[src/rtl/segment_reader.sv]
// Receive side of the seven-segment display path: synchronises the segment lines,
// waits for a stable pattern and decodes it back to a hex digit.
module segment_reader #(
    parameter int unsigned STABLE_CYCLES = 4,
    parameter bit          ACTIVE_LOW    = 1'b1
) (
    input  logic       clk,
    input  logic       reset,
    input  logic       A,
    input  logic       B,
    input  logic       C,
    input  logic       D,
    input  logic       E,
    input  logic       F,
    input  logic       G,
    input  logic       P,
    output logic [3:0] digit,
    output logic       dp,
    output logic       valid,
    output logic       blank,
    output logic       err,
    output logic       update,
    output logic [7:0] change_count
);

    typedef enum logic [1:0] {
        StIdle,
        StSettling,
        StLocked
    } state_e;

    localparam logic [7:0] DarkLine    = ACTIVE_LOW ? 8'hFF : 8'h00;
    localparam logic [7:0] AcceptCount = 8'(STABLE_CYCLES - 1);

    logic [7:0] r_sync1;
    logic [7:0] r_sync2;
    logic [7:0] r_prev;
    logic [7:0] r_cnt;
    logic [7:0] r_acc;
    state_e     r_state;
    logic [3:0] r_digit;
    logic       r_dp;
    logic       r_valid;
    logic       r_blank;
    logic       r_err;
    logic       r_update;
    logic [7:0] r_changes;

    logic [7:0] w_norm;
    logic       w_same;
    logic       w_accept;
    logic       w_legal;
    logic [3:0] w_dec;

    assign w_norm   = r_sync2 ^ DarkLine;
    assign w_same   = (r_sync2 == r_prev);
    // The count only reaches the threshold after STABLE_CYCLES matching comparisons.
    assign w_accept = w_same && (r_cnt == AcceptCount) && (r_state != StLocked);

    always_comb begin
        w_legal = 1'b1;
        w_dec   = 4'h0;
        case (w_norm[6:0])
            7'h3F:   w_dec = 4'h0;
            7'h06:   w_dec = 4'h1;
            7'h5B:   w_dec = 4'h2;
            7'h4F:   w_dec = 4'h3;
            7'h66:   w_dec = 4'h4;
            7'h6D:   w_dec = 4'h5;
            7'h7D:   w_dec = 4'h6;
            7'h07:   w_dec = 4'h7;
            7'h7F:   w_dec = 4'h8;
            7'h6F:   w_dec = 4'h9;
            7'h77:   w_dec = 4'hA;
            7'h7C:   w_dec = 4'hB;
            7'h39:   w_dec = 4'hC;
            7'h5E:   w_dec = 4'hD;
            7'h79:   w_dec = 4'hE;
            7'h71:   w_dec = 4'hF;
            default: w_legal = 1'b0;
        endcase
    end

    always_ff @(posedge clk) begin
        if (reset) begin
            r_sync1   <= DarkLine;
            r_sync2   <= DarkLine;
            r_prev    <= DarkLine;
            r_cnt     <= '0;
            r_acc     <= '0;
            r_state   <= StIdle;
            r_digit   <= 4'h0;
            r_dp      <= 1'b0;
            r_valid   <= 1'b0;
            r_blank   <= 1'b1;
            r_err     <= 1'b0;
            r_update  <= 1'b0;
            r_changes <= '0;
        end else begin
            r_sync1  <= {P, G, F, E, D, C, B, A};
            r_sync2  <= r_sync1;
            r_prev   <= r_sync2;
            r_update <= 1'b0;

            if (!w_same) begin
                r_cnt <= '0;
            end else if (r_cnt != 8'hFF) begin
                r_cnt <= r_cnt + 8'd1;
            end

            case (r_state)
                StIdle: begin
                    if (w_accept) begin
                        r_state <= StLocked;
                    end else if (!w_same) begin
                        r_state <= StSettling;
                    end
                end
                StSettling: begin
                    if (w_accept) begin
                        r_state <= StLocked;
                    end
                end
                StLocked: begin
                    if (!w_same) begin
                        r_state <= StSettling;
                    end
                end
                default: r_state <= StIdle;
            endcase

            if (w_accept) begin
                r_dp  <= w_norm[7];
                r_acc <= w_norm;
                if (w_norm[6:0] == 7'h00) begin
                    r_blank <= 1'b1;
                    r_valid <= 1'b0;
                    r_err   <= 1'b0;
                end else if (w_legal) begin
                    r_digit <= w_dec;
                    r_blank <= 1'b0;
                    r_valid <= 1'b1;
                    r_err   <= 1'b0;
                end else begin
                    r_blank <= 1'b0;
                    r_valid <= 1'b0;
                    r_err   <= 1'b1;
                end
                // Decimal point counts as part of the pattern for change detection.
                if (w_norm != r_acc) begin
                    r_update  <= 1'b1;
                    r_changes <= r_changes + 8'd1;
                end
            end
        end
    end

    assign digit        = r_digit;
    assign dp           = r_dp;
    assign valid        = r_valid;
    assign blank        = r_blank;
    assign err          = r_err;
    assign update       = r_update;
    assign change_count = r_changes;

endmodule

[config.mk]
export PLATFORM = sky130hd
export DESIGN_NAME = segment_reader
export DESIGN_NICKNAME = d
export VERILOG_FILES = /design/src/rtl/segment_reader.sv
export SDC_FILE = /design/constraint.sdc
export NUM_CORES = 1
export LEC_CHECK = 0
export ABC_AREA = 1
export BUFFER_PORTS_ARGS = -buffer_cell sky130_fd_sc_hd__buf_2
export CAP_MARGIN = 20
export CORE_MARGIN = 5
export CORE_UTILIZATION = 36
export DETAILED_ROUTE_END_ITERATION = 8
export GPL_TIMING_DRIVEN = 1
export PLACE_DENSITY_LB_ADDON = 0.08
export SLEW_MARGIN = 0
export SYNTH_ARGS = -nofsm -noshare
export SYNTH_HDL_FRONTEND = slang
export SYNTH_SLANG_ARGS = --single-unit
[constraint.sdc]
create_clock -name clk -period 2.1 [get_ports clk]
set_clock_uncertainty 0.15 [all_clocks]
set_input_delay 0.105 -clock clk [delete_from_list [all_inputs] [get_ports clk]]
set_output_delay 0.105 -clock clk [all_outputs]
set_load 0.01 [all_outputs]
[Yosys cells after proc, flatten, opt, wreduce, memory -nomap -nowiden]
Index checks and enable logic that the tools add are counted.
Operators by class
  add/subtract/negate cells: 2
  eq/ne operators: 24
  mux-type cells: 12
  bitwise logic cells: 4
  reductions and logical operators: 9
Operators with widths (count)
  $eq A7 B7 Y1 const B: 12
  $pmux W4 S15: 1
  $add A8 B1 Y8 const B: 2
  $reduce_or A16 Y1: 1
  $eq A7 B3 Y1 const B: 2
  $eq A7 B6 Y1 const B: 2
  $eq A8 B2 Y1 const B: 1
  $eq A8 B8 Y1: 1
  $ne A8 B8 Y1: 1
  $ne A8 B8 Y1 const B: 1
  $not A8 Y8: 1
  $logic_not A7 Y1: 1
  $mux W1: 7
  $mux W2: 3
  $pmux W2 S3: 1
  $ne A2 B2 Y1 const B: 2
  $reduce_or A2 Y1: 2
  $not A1 Y1: 3
  $reduce_and A3 Y1: 1
  $eq A2 B1 Y1 const B: 1
  $eq A2 B2 Y1 const B: 1
  $logic_and A1 B1 Y1: 2
  $logic_not A2 Y1: 1
  $reduce_and A2 Y1: 1
Word-level totals
  register bits after elaboration: 59
  input bits: 10
  output and inout bits: 17
  logic and storage cells: 64

[Depth between registers and ports, before layout]
Gate-level depths: netlist (run 1).
  word-level depth: 6
  depth in mapped cells: 12
  gate-level depth less buffers: 11

[Worst setup path after synthesis (run 1)]
No wires, ideal clock.
  path type: reg2reg
  start point: register r_cnt[0]
  end point: register r_digit[0], in the netlist digit[0]
  setup time: 0.132 ns
  arrival time: 1.452 ns
  required time: 1.818 ns
  setup slack: 0.365 ns
  stages on the path, launching flop included: 11
  buffers on the path: 0
  clock period less this slack: 1.735 ns
  cells stage by stage: dfxtp_1 > ha_1 > inv_1 > nor3_1 > nand2_1 > nor2_1 > nand3_4 > nor2_2 > nand2_1 > nand2_1 > a21oi_1
On the way
  cells in the longest elaborated chain, start to end: 4
Ends and longest elaborated chain
  start, declared: RTL line 38  | logic [7:0] r_cnt;
  start signal, assigned: RTL line 108  | r_cnt <= r_cnt + 8'd1;
  $eq A8 B2 Y1: RTL line 58  | assign w_accept = w_same && (r_cnt == AcceptCount) && (r_state != StLocked);
  $logic_and A1 B1 Y1 (2 in series): RTL line 58
  $reduce_and A3 Y1 (no line)
  end signal, assigned: RTL line 140  | r_digit <= w_dec;
  end, declared: RTL line 41  | logic [3:0] r_digit;
No other way between the ends.
A chain may end at the register's enable or synchronous reset.

[Worst setup path in the final report (run 1)]
  start point: register r_sync2[6]
  end point: register r_digit[1], in the netlist digit[1]
On the way
  cells in the longest elaborated chain, start to end: 5
  elaborated cells on any way between the ends: 26
  those cells by class: eq/ne (17); mux (2); bitwise (2); reduce/logical (5)
Ends and longest elaborated chain
  start, declared: RTL line 36  | logic [7:0] r_sync2;
  start signal, assigned: RTL line 87  | r_sync2 <= DarkLine;
  start signal, assigned: RTL line 101  | r_sync2 <= r_sync1;
  $not A8 Y8 (no line)
  $eq A7 B7 Y1, or another cell as far along: RTL line 63  | case (w_norm[6:0])
  $reduce_or A16 Y1 (no line)
  $mux W1: RTL line 63
  $reduce_and A3 Y1 (no line)
Several ways; a longest one is shown, not always the timed one.

==> results.json, run 1 <==
{
  "fin_nets": 424,
  "synth.top_cell.area_share_pct": 44.06,
  "antenna_found_initial": 0,
  "finalHoldWorstSlack_ps": 91.46,
  "netlist_area_um2": 2635,
  "overflow": 0,
  "ys.warnings.count": 0,
  "startpoint_type": "flip-flop",
  "ys_seq_area_share_pct": 44.06,
  "route.detailed.drc": 0,
  "hold_viol_final": 0,
  "min_period_ps": 1880,
  "cts_tree": "yes",
  "ff2ff_setup_slack_ps": 220,
  "path_buf_inv": 1,
  "cts-htree-levels": 3,
  "max-slew-margin-rel_pct": 53.20,
  "ys_ff_latch": 58,
  "vdd_drop_max_v": 0.0003380,
  "hold_path_class": "in2reg",
  "instances_no_fill": 516,
  "grt_max_degree": 30,
  "wirelength_um": 5587,
  "yosysMostFrequentCell": "nand2_1",
  "grt_pass1_wl_um": 9618,
  "hp-start": "reset",
  "clockBufferDepth": 2,
  "cts.root.buffer_cell": "clkbuf_8",
  "r2r-end": "digit[1]",
  "critPathArrivalTime_ps": 1930,
  "wl_per_cell_um": 10.83,
  "layout_setup_ws_ps": 220.1,
  "antennaDiodeCount": 0,
  "p_leak_nw": 1.541,
  "initial_core_util_pct": 36.72,
  "grt_usage_pct": 13.54,
  "synth_top_cells_by_area": "dfxtp_1 44%, nand2_1 15%, nor2_1 6.3%",
  "coreArea_um2": 7176,
  "rr_worst_depth": 9,
  "synthCells": 369,
  "dp_slack_ps": 103.9,
  "hold_path_end": "change_count[3]",
  "drtAntennaViolNets": 0,
  "whs_path_depth": 3,
  "routed_via_density": 4.436,
  "setup_viol": 0,
  "path_common_cell": "nand2_1",
  "netlist-cell-type-count": 27,
  "critical_path.cell_chain": "inv_2, nor2_1, nand3_1, nand2_1, nor2_1, nand3_1, nand2_1, nand2_1, a21oi_1",
  "nFillCells": 734,
  "numCtsBuffers": 9,
  "status": "complete, no violations",
  "drt-pass1-iter-count": 4,
  "io_pins": 27,
  "synth_top_cell_by_area": "dfxtp_1",
  "clkLatencyLatePin_ps": 330,
  "crit_path_max_fanout": 6,
  "vias": 2289,
  "synth-main-ff-cell": "dfxtp_1",
  "period_share_pct": 89.52,
  "cap_violations": 0,
  "worst_pin_slew_ps": 701.3,
  "crit_path_end_kind": "flip-flop",
  "dp_cells": 490,
  "rows": 31,
  "finalSetupTns_ps": 0,
  "cp_top_family": "simple AND/OR/NAND/NOR gates",
  "syn_nets": 381,
  "port_buffers": 26,
  "drv_slew": 0,
  "cts.sinks": 58,
  "die_y_um": 95.56,
  "layout-drive-gt1-share_pct": 18.94,
  "avgSynthCellArea_um2": 7.141,
  "synth_edf_count": 0,
  "max_stage_delay_ps": 510,
  "dp_hpwl_um": 4023,
  "syn2layout_area_growth_pct": 23.55,
  "drt_iter0_drc": 109,
  "post-layout-total-power_w": 0.002657,
  "crit_required_ps": 2150,
  "power-per-cell-area_nw_per_um2": 816.1,
  "die_area_um2": 9131,
  "r2r_start": "r_sync2[6]",
  "worstSetupPathType": "reg2reg",
  "synthTopCellsByCount": "102 x nand2_1, 58 x dfxtp_1, 44 x nor2_1, 35 x inv_1, 24 x a21oi_1",
  "gp_congestion": 0.7847,
  "grt_setup_unrepaired": "false",
  "clock.fmax_mhz": 532.0,
  "clk_pin_slew_ps": 70,
  "async_reset_ff_share_pct": 0,
  "grt_pass1_vias": 2136,
  "die_w_um": 95.56,
  "cp_slowest_cell": "dfxtp_1"
}
## layer usage
layer / up-vias / GRT usage (%) / part of all wire [%]
met2: 38 / 20.67 / 43
met3: 8 / 3.710 / 5.1
li1: 1248 / - / -
met4: 0 / 5.806 / 1.3
met1: 995 / 17.86 / 50
met5: - / 0 / 0
## cell families (layout without fill, tap and decap cells)
logic type / count (synthesis) / in the layout / share of synthesized area [%]
adders and majority gates: 2 / 2 / 0.9495
buffers and inverters: 49 / 97 / 7.407
xor gates and xnor gates: 15 / 15 / 4.986
and+or+nand+nor: 203 / 203 / 34.24
AOI/OAI and AO/OA: 42 / 42 / 8.357
DFF: 58 / 58 / 44.06
## how the worst max path moves through the flow
stage / from / to / slack, ps / depth (start not counted)
after global placement: r_cnt[0] / digit[1] / 180 / 10
final: r_sync2[6] / digit[1] / 220 / 9
after detailed placement: r_cnt[0] / digit[1] / 100 / 10
after CTS: r_cnt[0] / digit[1] / 100 / 10
after floorplan: r_cnt[0] / digit[0] / 370 / 10
after global routing: r_cnt[0] / digit[1] / 3 / 10
## report_power, final
| group | switching, W | internal (W) |
|---|---|---|
| sequential | 0.0000176 | 0.00112 |
| combinational | 0.0000847 | 0.0000593 |
| clock | 0.000433 | 0.000940 |
| total | 0.000535 | 0.00212 |
## worst register-to-register path, cell delays in order, from the launching register on
cell and delay [ps]:
dfxtp_1 510, inv_2 110, nor2_1 270, nand3_1 160
nand2_1 120, nor2_1 70, nand3_1 110, nand2_1 110
nand2_1 80, a21oi_1 60
## repair_timing
item | 4_1_cts | 5_1_grt
resized for setup | 0 | 4
endpoints found under the hold margin | 8 | 0
setup buffers | 0 | 2
hold buffers | 8 | 0
endpoints found under the setup margin | 0 | 9
## metrics by stage
| step | cell area (um2) | utilization, % |
|---|---|---|
| 2_1_floorplan | 2635 | - |
| 3_3_place_gp | 2882 | 40.16 |
| 3_5_place_dp | 2882 | 40.16 |
| 4_1_cts | 3228 | 44.99 |
| 5_1_grt | 3256 | 45.37 |
| 6_report | 3256 | 45.37 |
## cell type report
type	instances	area, um2	area share (%)
multi-input cells	262	1286	39.51
flip-flops and latches	58	1162	35.70
repair buffers	41	266.5	8.186
inverters	40	150.1	4.612
clock buffers	11	141.4	4.343
clock inverters	5	125.1	3.843
well taps	99	123.9	3.805
## flip-flops by register name (all words and copies together) (netlist names), 2 cells and up
| register | flops |
|---|---|
| r_prev | 8 |
| digit | 4 |
| r_sync1 | 8 |
| r_cnt | 8 |
| r_acc | 8 |
| r_sync2 | 8 |
| r_state | 2 |
| change_count | 8 |
## cell usage in the layout (no fill, tap or decap), drive strengths merged, types with 2 or more instances in the layout
master / instances
o21ai: 14
clkbuf: 11
buf: 33
xnor2: 7
or2: 17
bufinv: 4
xor2: 8
a21oi: 24
nand3: 20
nand2: 102
nor3: 9
nor2: 49
nand4: 5
inv: 40
dlygate4sd3: 8
ha: 2
dfxtp: 58
a211oi: 2
Note: power is estimated with default switching activity, not from simulation.
==> run 2: changes to the inputs <==
Settings changed: ABC_AREA 1 to 0.
==> results.json, run 2 <==
{
  "status": "complete, no violations",
  "vias": 2144,
  "dp_hpwl_um": 3933,
  "crit_required_ps": 2170,
  "min_period_ps": 2046,
  "hold_path_class": "in2reg",
  "max_stage_delay_ps": 500,
  "initial_core_util_pct": 36.47,
  "fin_nets": 360,
  "nFillCells": 715,
  "instances_no_fill": 452,
  "routed_via_density": 4.743,
  "drt-pass1-iter-count": 4,
  "power-per-cell-area_nw_per_um2": 733.5,
  "fin_util_pct": 49.70,
  "r2r-end": "digit[3]",
  "dp_cells": 417,
  "synth-main-ff-cell": "dfxtp_1",
  "crit_path_end_kind": "flip-flop",
  "hold_path_end": "change_count[2]",
  "synth_top_cell_by_area": "dfxtp_1",
  "async_reset_ff_share_pct": 0,
  "die_w_um": 95.03,
  "wirelength_um": 5897,
  "avgSynthCellArea_um2": 9.295,
  "rows": 31,
  "syn2layout_area_growth_pct": 36.30,
  "port_buffers": 26,
  "cp_slowest_cell": "or4b_1",
  "startpoint_type": "flip-flop",
  "gp_congestion": 0.7792,
  "netlist-cell-type-count": 51,
  "r2r_start": "r_sync2[1]",
  "p_leak_nw": 1.403,
  "max-slew-margin-rel_pct": 70.42,
  "synthTopCellsByCount": "58 x dfxtp_1, 33 x nor2_1, 25 x or2_2, 16 x xnor2_1, 14 x nand2_1",
  "period_share_pct": 97.45,
  "cts.root.buffer_cell": "clkbuf_8",
  "die_y_um": 95.03,
  "finalHoldWorstSlack_ps": 31.67,
  "grt_pass1_wl_um": 9577,
  "syn_nets": 292,
  "critPathArrivalTime_ps": 2120,
  "rr_worst_depth": 6,
  "layout-drive-gt1-share_pct": 40.51,
  "clock.fmax_mhz": 488.7,
  "cts.sinks": 58,
  "grt_usage_pct": 13.74,
  "overflow": 0,
  "grt_setup_unrepaired": "true",
  "antennaDiodeCount": 0,
  "grt_max_degree": 26,
  "synth.top_cell.area_share_pct": 44.62,
  "cts_tree": "yes",
  "whs_path_depth": 2,
  "setup_viol": 0,
  "worstSetupPathType": "reg2reg",
  "die_area_um2": 9030,
  "critical_path.cell_chain": "nand2_2, or4b_1, a21o_1, o311a_1, a21oi_2, mux2_4",
  "netlist_area_um2": 2602,
  "layout_common_cells": "50 x dfxtp_1, 35 x buf_4, 32 x nor2_1",
  "clockBufferDepth": 2,
  "grt_pass1_vias": 2050,
  "ys_ff_latch": 58,
  "vdd_drop_max_v": 0.0003248,
  "ys_seq_area_share_pct": 44.62,
  "stdcell_area_um2": 3547,
  "cts-htree-levels": 3,
  "io_pins": 27,
  "wl_per_cell_um": 13.05,
  "synth_edf_count": 0,
  "drtAntennaViolNets": 0,
  "placed_area_um2": 3005,
  "drt_iter0_drc": 77,
  "crit_path_max_fanout": 4,
  "numCtsBuffers": 9,
  "coreArea_um2": 7137,
  "ff2ff_setup_slack_ps": 50,
  "layout_commonest_cell": "dfxtp_1",
  "hold_viol_final": 0,
  "antenna_found_initial": 0,
  "clk_pin_slew_ps": 80,
  "worst_pin_slew_ps": 443.8,
  "post-layout-total-power_w": 0.002602,
  "ys.warnings.count": 0,
  "synth_top_cells_by_area": "dfxtp_1 45%, or2_2 6.0%, xnor2_1 5.4%",
  "route.detailed.drc": 0,
  "clkLatencyLatePin_ps": 340,
  "drv_slew": 0,
  "yosysMostFrequentCell": "dfxtp_1",
  "cap_violations": 0,
  "hp-start": "reset",
  "synthCells": 280
}
-- run 2: cell type report --
| type | instances | area (um2) | share of cell area [%] |
|---|---|---|---|
| clock inverters | 6 | 113.9 | 3.210 |
| inverters | 1 | 3.754 | 0.1058 |
| well taps | 99 | 123.9 | 3.492 |
| multi-input cells | 199 | 1406 | 39.65 |
| repair buffers | 79 | 583.1 | 16.44 |
| clock buffers | 10 | 137.6 | 3.880 |
| flip-flops and latches | 58 | 1179 | 33.23 |
-- run 2: routing by layer --
layer / track usage (%) / vias up / share of wire [%]
met1: 18.08 / 986 / 49
li1: - / 1109 / -
met2: 20.20 / 44 / 45
met5: 0 / - / 0
met3: 5.683 / 5 / 4.7
met4: 4.808 / 0 / 1.2
-- run 2: how the worst max path moves through the flow --
stage | slack, ps | depth (start not counted) | to | start
2_1_floorplan | 1 | 7 | digit[3] | r_sync2[2]
3_3_place_gp | 20 | 9 | err | r_sync2[7]
3_5_place_dp | -3 | 9 | r_acc[5] | r_sync2[7]
4_1_cts | -8 | 8 | digit[3] | r_cnt[0]
5_1_grt | -40 | 9 | change_count[4] | r_cnt[0]
6_report | 50 | 6 | digit[3] | r_sync2[1]
-- run 2: logic make-up (layout without fill, tap and decap cells) --
family / count (synthesis) / count (layout) / share of synthesized area [%]
flops: 58 / 58 / 44.62
xor+xnor: 25 / 25 / 9.567
simple gates: 125 / 125 / 27.07
fa+ha+maj: 2 / 2 / 0.9614
compound gates: 42 / 42 / 11.59
mux: 5 / 5 / 1.971
buf+inv: 23 / 96 / 4.231
-- run 2: power by group --
group	switching, W	total, W	internal, W
logic	0.0000912	0.000182	0.0000906
registers	0.0000161	0.00114	0.00112
clock network	0.000461	0.00128	0.000822
-- run 2: stage by stage --
stage / setup TNS (ps) / setup WS (ps)
floorplan: 0 / 1.388
global route: -76.06 / -36.05
finish: 0 / 53.55
detailed placement: -2.706 / -2.706
global placement: 0 / 22.07
CTS: -7.599 / -7.599
-- run 2: worst max-delay path, delay by kind of cell (launching register included) --
kind / cells / cell delay, ps
AOI/OAI and AO/OA: 3 / 530
and+or+nand+nor: 2 / 560
muxes: 1 / 310
DFF: 1 / 370
-- run 2: what timing repair did --
item	in CTS	in global routing
setup buffers	1	10
hold buffers	8	0
pin swaps	3	15
setup endpoints to repair	3	19
hold endpoints to repair	8	0
gates cloned	0	1
gates resized for setup	3	36
